<file path="src/rtl/keypad_scan.sv">
// 4x4 key-matrix scanner: column drive, 2-FF row sync, sweep debounce, 1-entry press-event register.
// key_state lags a qualifying sweep end by 1 clk, key_valid by 2; key_code holds while key_ready is low.
module keypad_scan #(
   parameter int SCAN_DIV       = 50000,
   parameter int DEBOUNCE_SCANS = 4
) (
   input  logic        clk,
   input  logic        rst,
   output logic [3:0]  btn_key_col,
   input  logic [3:0]  btn_key_row,
   output logic [15:0] key_state,
   output logic        key_valid,
   input  logic        key_ready,
   output logic [3:0]  key_code,
   output logic        key_drop
);
   localparam int CW = $clog2(SCAN_DIV);
   localparam int DW = $clog2(DEBOUNCE_SCANS + 1);

   logic [3:0]    row_s1, row_s2, pressed;
   logic [CW-1:0] dwell;
   logic [1:0]    col;
   logic [15:0]   snapshot, snap_full, last_sweep;
   logic [15:0]   pending, pending_n, rise, drain;
   logic [DW-1:0] deb_cnt;
   logic [3:0]    drain_idx;
   logic          wrap, sweep_end, match, adopt, load;

   assign pressed   = ~row_s2;
   assign wrap      = (dwell == CW'(SCAN_DIV - 1));
   assign sweep_end = wrap && (col == 2'd3);
   assign match     = (snap_full == last_sweep);
   assign adopt     = sweep_end && ((DEBOUNCE_SCANS == 1) ||
                      (match && (int'(deb_cnt) + 1 >= DEBOUNCE_SCANS - 1)));
   assign rise      = adopt ? (snap_full & ~key_state) : '0;
   assign load      = (!key_valid || key_ready) && (pending != '0);

   // Snapshot as it will look after this cycle's column sample, so the sweep-end compare sees col 3.
   always_comb begin
      snap_full = snapshot;
      if (wrap) begin
         for (int r = 0; r < 4; r++) begin
            for (int c = 0; c < 4; c++) begin
               if (col == 2'(c)) snap_full[r*4 + c] = pressed[r];
            end
         end
      end
   end

   always_comb begin
      drain_idx = '0;
      for (int i = 15; i >= 0; i--) begin
         if (pending[i]) drain_idx = 4'(i);
      end
      drain     = load ? (16'h0001 << drain_idx) : '0;
      pending_n = (pending & ~drain) | rise;
   end

   always_ff @(posedge clk or posedge rst) begin
      if (rst) begin
         row_s1      <= 4'b1111;
         row_s2      <= 4'b1111;
         dwell       <= '0;
         col         <= '0;
         btn_key_col <= 4'b1110;
         snapshot    <= '0;
      end else begin
         row_s1 <= btn_key_row;
         row_s2 <= row_s1;
         if (wrap) begin
            dwell       <= '0;
            col         <= col + 2'd1;
            btn_key_col <= ~(4'b0001 << (col + 2'd1));
            snapshot    <= snap_full;
         end else begin
            dwell <= dwell + CW'(1);
         end
      end
   end

   always_ff @(posedge clk or posedge rst) begin
      if (rst) begin
         last_sweep <= '0;
         deb_cnt    <= '0;
         key_state  <= '0;
      end else begin
         if (sweep_end) begin
            last_sweep <= snap_full;
            if (!match)
               deb_cnt <= '0;
            else if (deb_cnt != DW'(DEBOUNCE_SCANS))
               deb_cnt <= deb_cnt + DW'(1);
         end
         if (adopt) key_state <= snap_full;
      end
   end

   // A rise on the bit being drained this cycle re-arms it instead of counting as lost.
   always_ff @(posedge clk or posedge rst) begin
      if (rst) begin
         pending   <= '0;
         key_valid <= 1'b0;
         key_code  <= '0;
         key_drop  <= 1'b0;
      end else begin
         pending  <= pending_n;
         key_drop <= |(pending & ~drain & rise);
         if (load) begin
            key_valid <= 1'b1;
            key_code  <= drain_idx;
         end else if (key_valid && key_ready) begin
            key_valid <= 1'b0;
         end
      end
   end
endmodule

</file>
<file path="config.mk">
export PLATFORM = sky130hd
export DESIGN_NAME = keypad_scan
export DESIGN_NICKNAME = d
export VERILOG_FILES = /design/src/rtl/keypad_scan.sv
export SDC_FILE = /design/constraint.sdc
export NUM_CORES = 1
export LEC_CHECK = 0
export BUFFER_PORTS_ARGS = -buffer_cell sky130_fd_sc_hd__buf_2
export CAP_MARGIN = 0
export CORE_MARGIN = 4
export CORE_UTILIZATION = 35
export CTS_BUF_LIST = sky130_fd_sc_hd__clkbuf_4 sky130_fd_sc_hd__clkbuf_8 sky130_fd_sc_hd__clkbuf_16
export CTS_CLUSTER_DIAMETER = 50
export DETAILED_ROUTE_END_ITERATION = 12
export PLACE_DENSITY = 0.53
export SLEW_MARGIN = 25
export SYNTH_ARGS = -nofsm -noshare
export SYNTH_HDL_FRONTEND = slang
export SYNTH_SLANG_ARGS = --single-unit
export TNS_END_PERCENT = 100
</file>
<file path="constraint.sdc">
create_clock -name clk -period 8.3 [get_ports clk]
set_input_delay 1.66 -clock clk [delete_from_list [all_inputs] [get_ports clk]]
set_output_delay 1.66 -clock clk [all_outputs]
set_load 0.05 [all_outputs]
</file>
Yosys cells after proc, flatten, opt, wreduce, memory -nomap -nowiden
Cells that the tools add are included.
- logic and storage cells: 87
- bits of input ports: 7
- output and inout port bits: 26
- flip-flop bits (word level): 103
- order comparisons: 1
- shifts and indexed selects: 2
- reduce and logical (&&, ||, !) cells: 12
- bitwise operators: 8
- equal/unequal tests: 7
- add/subtract/negate cells: 4
- multiplexer cells: 40
- operators with widths (cell ; number):
    $mux 16 ; 4
    $mux 4 ; 16
    $and 16x16->16 ; 3
    $not 16->16 ; 2
    $mux 1 ; 18
    $add 16x1->16 const B ; 1
    $eq 16x16->1 ; 1
    $eq 16x16->1 const B ; 1
    $or 16x16->16 ; 1
    $reduce_bool 16->1 ; 1
    $reduce_or 16->1 ; 1
    $shl 1x4->16 const A ; 1
    $not 4->4 ; 2
    $mux 3 ; 2
    $logic_and 1x1->1 ; 5
    $add 3x1->4 const B ; 1
    $eq 2x2->1 const B ; 2
    $ge 4x2->1 const B ; 1
    $shl 1x2->4 const A ; 1
    $add 3x1->3 const B ; 1
    $ne 3x3->1 const B ; 1
    $add 2x1->2 const B ; 1
    $eq 2x1->1 const B ; 1
    $logic_not 2->1 ; 1
    other kinds (5) ; 5

Logic depth before layout (Yosys ltp)
- word-level depth: 22
- gate-level depth with buffers: 12
- mapped depth without buffers: 10

Worst setup path before layout
No wires, ideal clock.
- kind: reg2reg
- start point: register dwell[12]
- end point: register key_state[11]
- setup slack: 4928 ps
- library setup time: 125 ps
- arrival: 3247 ps
- buffers on the path: 2
- period minus slack after synthesis: 3372 ps
- stages on the path, launching flop included: 10
- required time: 8175 ps
- cells stage by stage: dfrtp_1 -> or4bb_1 -> clkbuf_1 -> nor4_1 -> mux2i_1 -> o221ai_1 -> nor4_4 -> o2111ai_4 -> buf_2 -> mux2_4
- word-level cells in the longest chain between the ends: 5
- elaborated cells between the ends (all ways): 6
- classes of those cells: 2 x eq/ne; 1 x mux; 3 x reduce/logical
- RTL lines (element ; line ; RTL):
    from (decl) ; 21 ; logic [CW-1:0] dwell;
    from (signal assigned) ; 76 ; dwell <= dwell + CW'(1);
    $eq 16x16->1 (*) ; 30 ; assign wrap = (dwell == CW'(SCAN_DIV - 1));
    $mux 16 ; 41 ; if (wrap) begin
    $eq 16x16->1 ; 32 ; assign match = (snap_full == last_sweep);
    $logic_and 1x1->1 ; 34 ; (match && (int'(deb_cnt) + 1 >= DEBOUNCE_SCANS - 1)));
    $logic_and 1x1->1 ; 33 ; assign adopt = sweep_end && ((DEBOUNCE_SCANS == 1) ||
    to (signal assigned) ; 94 ; if (adopt) key_state <= snap_full;
    to (decl) ; 11 ; output logic [15:0] key_state,
Mark *: on every way between the ends. The rest lies on a longest branch, timed or not.
A chain may end at the register's enable or synchronous reset.

Final worst setup path
- start point: register dwell[4]
- end point: register key_state[2]
Same word-level chain as after synthesis.

==> impl_results.md <==
* Routed WL per cell at 17.1 um
* Gr usage total at 15.6%
* Mapped Cells at 493
* Clk root buf: clkbuf_16
* Initial core utilization at 35.6%
* Synthesized cell area at 5150 um^2
* Post-synthesis async set-or-reset flop share at 100%
* Global-route wire length before repair at 20.3 mm
* GRT Residual Overflow at 0
* Nets@finish at 538
* Critical Path AT at 3970 ps
* Top cell type's share of synthesized area at 44.7%
* CTS tree: done
* Setup repair bufs after CTS at 0
* Synth area leaders: dfrtp_1 45%, dfstp_2 5.6%, nand2_1 4.4%, mux2_4 3.8%, xor2_1 2.9%
* Top_reg_cell synth: dfrtp_1
* Syn_nets at 508
* Period utilisation layout at 45.0%
* Vias per std cell at 5.33
* Max Fclk at 0.267 GHz
* Clock skew at 11.4 ps
* Final hold violations at 0
* Final setup viols at 0
* H-tree depth at 3
* Cell row count at 44
* Die Footprint at 16700 um^2
* I/O pin cnt at 33
* Cell taking the most area after synthesis: dfrtp_1
* Crit path cell chain: or4b_1 -> nor4_4 -> and2_1 -> o2111ai_1 -> nor4_4 -> o2111ai_4 -> buf_4 -> mux2_4
* Mapped Avg Cell Area at 10.5 um^2
* Post-synthesis sequential area ratio at 50.3%
* Area Growth Syn to Fin at 12.2%
* Pin count of the biggest net entering global routing at 64
* Max clock buf depth at 2
* Clock Sinks at 103
* DR vias at 3797
* Antenna Violating Nets Remaining at 0
* DRC at 0
* Slew headroom at 48.5%
* Hold Crit Class: reg2reg
* Crit end category: flop
* Fin crit period at 3740 ps
* Number of synthesized flops with an enable pin at 0
* Netlist cell types at 60
* # hold bufs at CTS at 0
* Placer's final routability congestion estimate at 0.888
* Initial drt markers at 332
* Crit path launch type: flop
* Setup CP Type: reg2reg
* Yosys reg bits at 103
* Final setup TNS at 0 ps
* MaxCap Viol Count at 0
* Fraction of layout cells with a size suffix above 1 at 18.9%
* Initial antenna violation count at 0
* Core Region at 14500 um^2
* Post-CTS sizing at 0
* Slew Limit Fails at 0
* HPWL Detailed at 8.59 mm
* Register clock-pin slew on the reported worst setup and hold paths at 70 ps
* Final Util at 39.9%
* Cell mode on critical path: nor4_4
* Status: completed
* WP data required at 8530 ps
* CTS buffer count at 9
* Placed cells at 696
* R2r setup slk at 4560 ps
* Slack of the critical path at 4560 ps
* ANT cells at 0
* Power Total at 1.32 mW
* Leakage power at 2.67 nW
* RSZ-0062 raised after global routing: no
* Synth Warn # at 0
* Crit-path max FO at 33
* Vias in the first global route at 3739
* Worst Tran Pin Value at 772 ps
* Post-Place Setup Slack at 4600 ps
* Drt pass-1 iters at 4
* Slowest CP cell: or4b_1
* Worst stage delay on the critical path at 760 ps
* Fillcell total at 1397
* Finished Layout Cells at 712
* Chip width at 129 um
* VDD IR max at 0.148 mV
* Detailed Route WL at 12.2 mm
* P per Cell Area at 227 nW/um^2
* PortBufs at 32
* DIE HEIGHT at 129 um
* Clk_lat worst skew at 350 ps
==> placed cells by master, fill, tap and decap left out, types with 6 or more instances in the layout <==
master,count
a21oi_1,25
and3_1,9
buf_2,32
buf_4,6
clkbuf_16,9
dfrtp_1,92
dfstp_2,11
ha_1,8
inv_1,23
mux2_2,7
mux2_4,13
mux2i_1,9
nand2_1,60
nand2b_1,17
nand3_1,12
nand4_1,7
nor2_1,24
nor3b_1,6
nor4_1,8
o21ai_0,24
o21ai_1,15
o31ai_1,9
xnor2_1,10
xor2_1,17
==> critical path, delay by kind of cell, from the launching register on <==
family | cells | cell delay, ps
AOI/OAI and AO/OA | 2 | 400
buffers and inverters | 1 | 300
DFF | 1 | 430
muxes | 1 | 340
and+or+nand+nor | 4 | 2130
==> cell families after synthesis <==
kind of cell	after synthesis	share of synthesized area (%)
AOI/OAI and AO/OA	106	13.0
xor gates and xnor gates	27	4.59
adders and majority gates	8	1.94
buffers and inverters	43	3.50
DFF	103	50.3
muxes	30	7.50
and+or+nand+nor	176	19.2
==> state kept, by name (all words and copies together) (netlist names) <==
register	count
snapshot	16
key_valid	1
key_drop	1
btn_key_col	4
pending	16
deb_cnt	3
row_s2	4
col	2
key_code	4
row_s1	4
last_sweep	16
dwell	16
key_state	16
==> path summary, 6_finish.rpt <==
path / start / to / depth (start not counted)
setup / recovery: dwell[4] / key_state[2] / 8
hold / removal: row_s1[1] / row_s2[1] / 0
setup reg to reg: dwell[4] / key_state[2] / 8
hold reg to reg: row_s1[1] / row_s2[1] / 0
max in group asynchronous: rst / deb_cnt[0] / 3
min in group asynchronous: rst / key_state[0] / 2
==> report_power, final <==
group	total (mW)	leakage (nW)	internal [mW]	switching, mW
logic	0.321	1.18	0.106	0.215
registers	0.585	1.36	0.540	0.0443
clock network	0.410	0.134	0.207	0.202
==> metal layers <==
| layer | GRT usage (%) | share of wire, % |
|---|---|---|
| met3 | 4.41 | 4.6 |
| met5 | 0 | 0 |
| met4 | 4.51 | 1.3 |
| met2 | 22.2 | 45 |
| met1 | 23.0 | 49 |
==> synthesized netlist by cell type, types with 2 or more instances <==
library cell  number
o21ai_0           24
a22oi_1            4
o31ai_1            9
nor4_1             8
dfrtp_1           92
or2_2              2
or4_1              3
nor2_1            24
o221ai_1           2
o32a_1             2
nor3b_1            6
o21ai_1           15
nand4_1            7
mux2i_1            9
nand2b_1          17
nand2_1           60
or4bb_1            2
xor2_1            17
o22ai_1            4
ha_1               8
nand3_1           12
buf_6              2
mux2_4            13
a211o_1            2
buf_2              3
and2_1             3
nor4_4             4
a21oi_1           25
nor2b_1            4
clkbuf_1          13
o2111ai_1          2
dfstp_2           11
and3_1             9
inv_1             24
o211ai_1           2
nor3_1             5
mux2_2             7
xnor2_1           10
nand3b_1           2
a31oi_1            5
==> stage by stage <==
step | hold WS [ps] | area (um^2)
final | 357 | 5780
after global routing | 363 | 5780
after CTS | 358 | 5780
after detailed placement | 348 | 5500
after global placement | 346 | 5500
after floorplan | 345 | 5150
==> cell type report <==
cell class	instances	area (um^2)	share of cell area [%]
clock buffer	9	225	3.89
clock inverter	7	57.6	0.995
inverter	24	92.6	1.60
multi-input combinational	347	2380	41.2
sequential	103	2590	44.8
tap	184	230	3.98
timing repair buffer	38	205	3.55
Note: power is estimated with default switching activity, not from simulation.
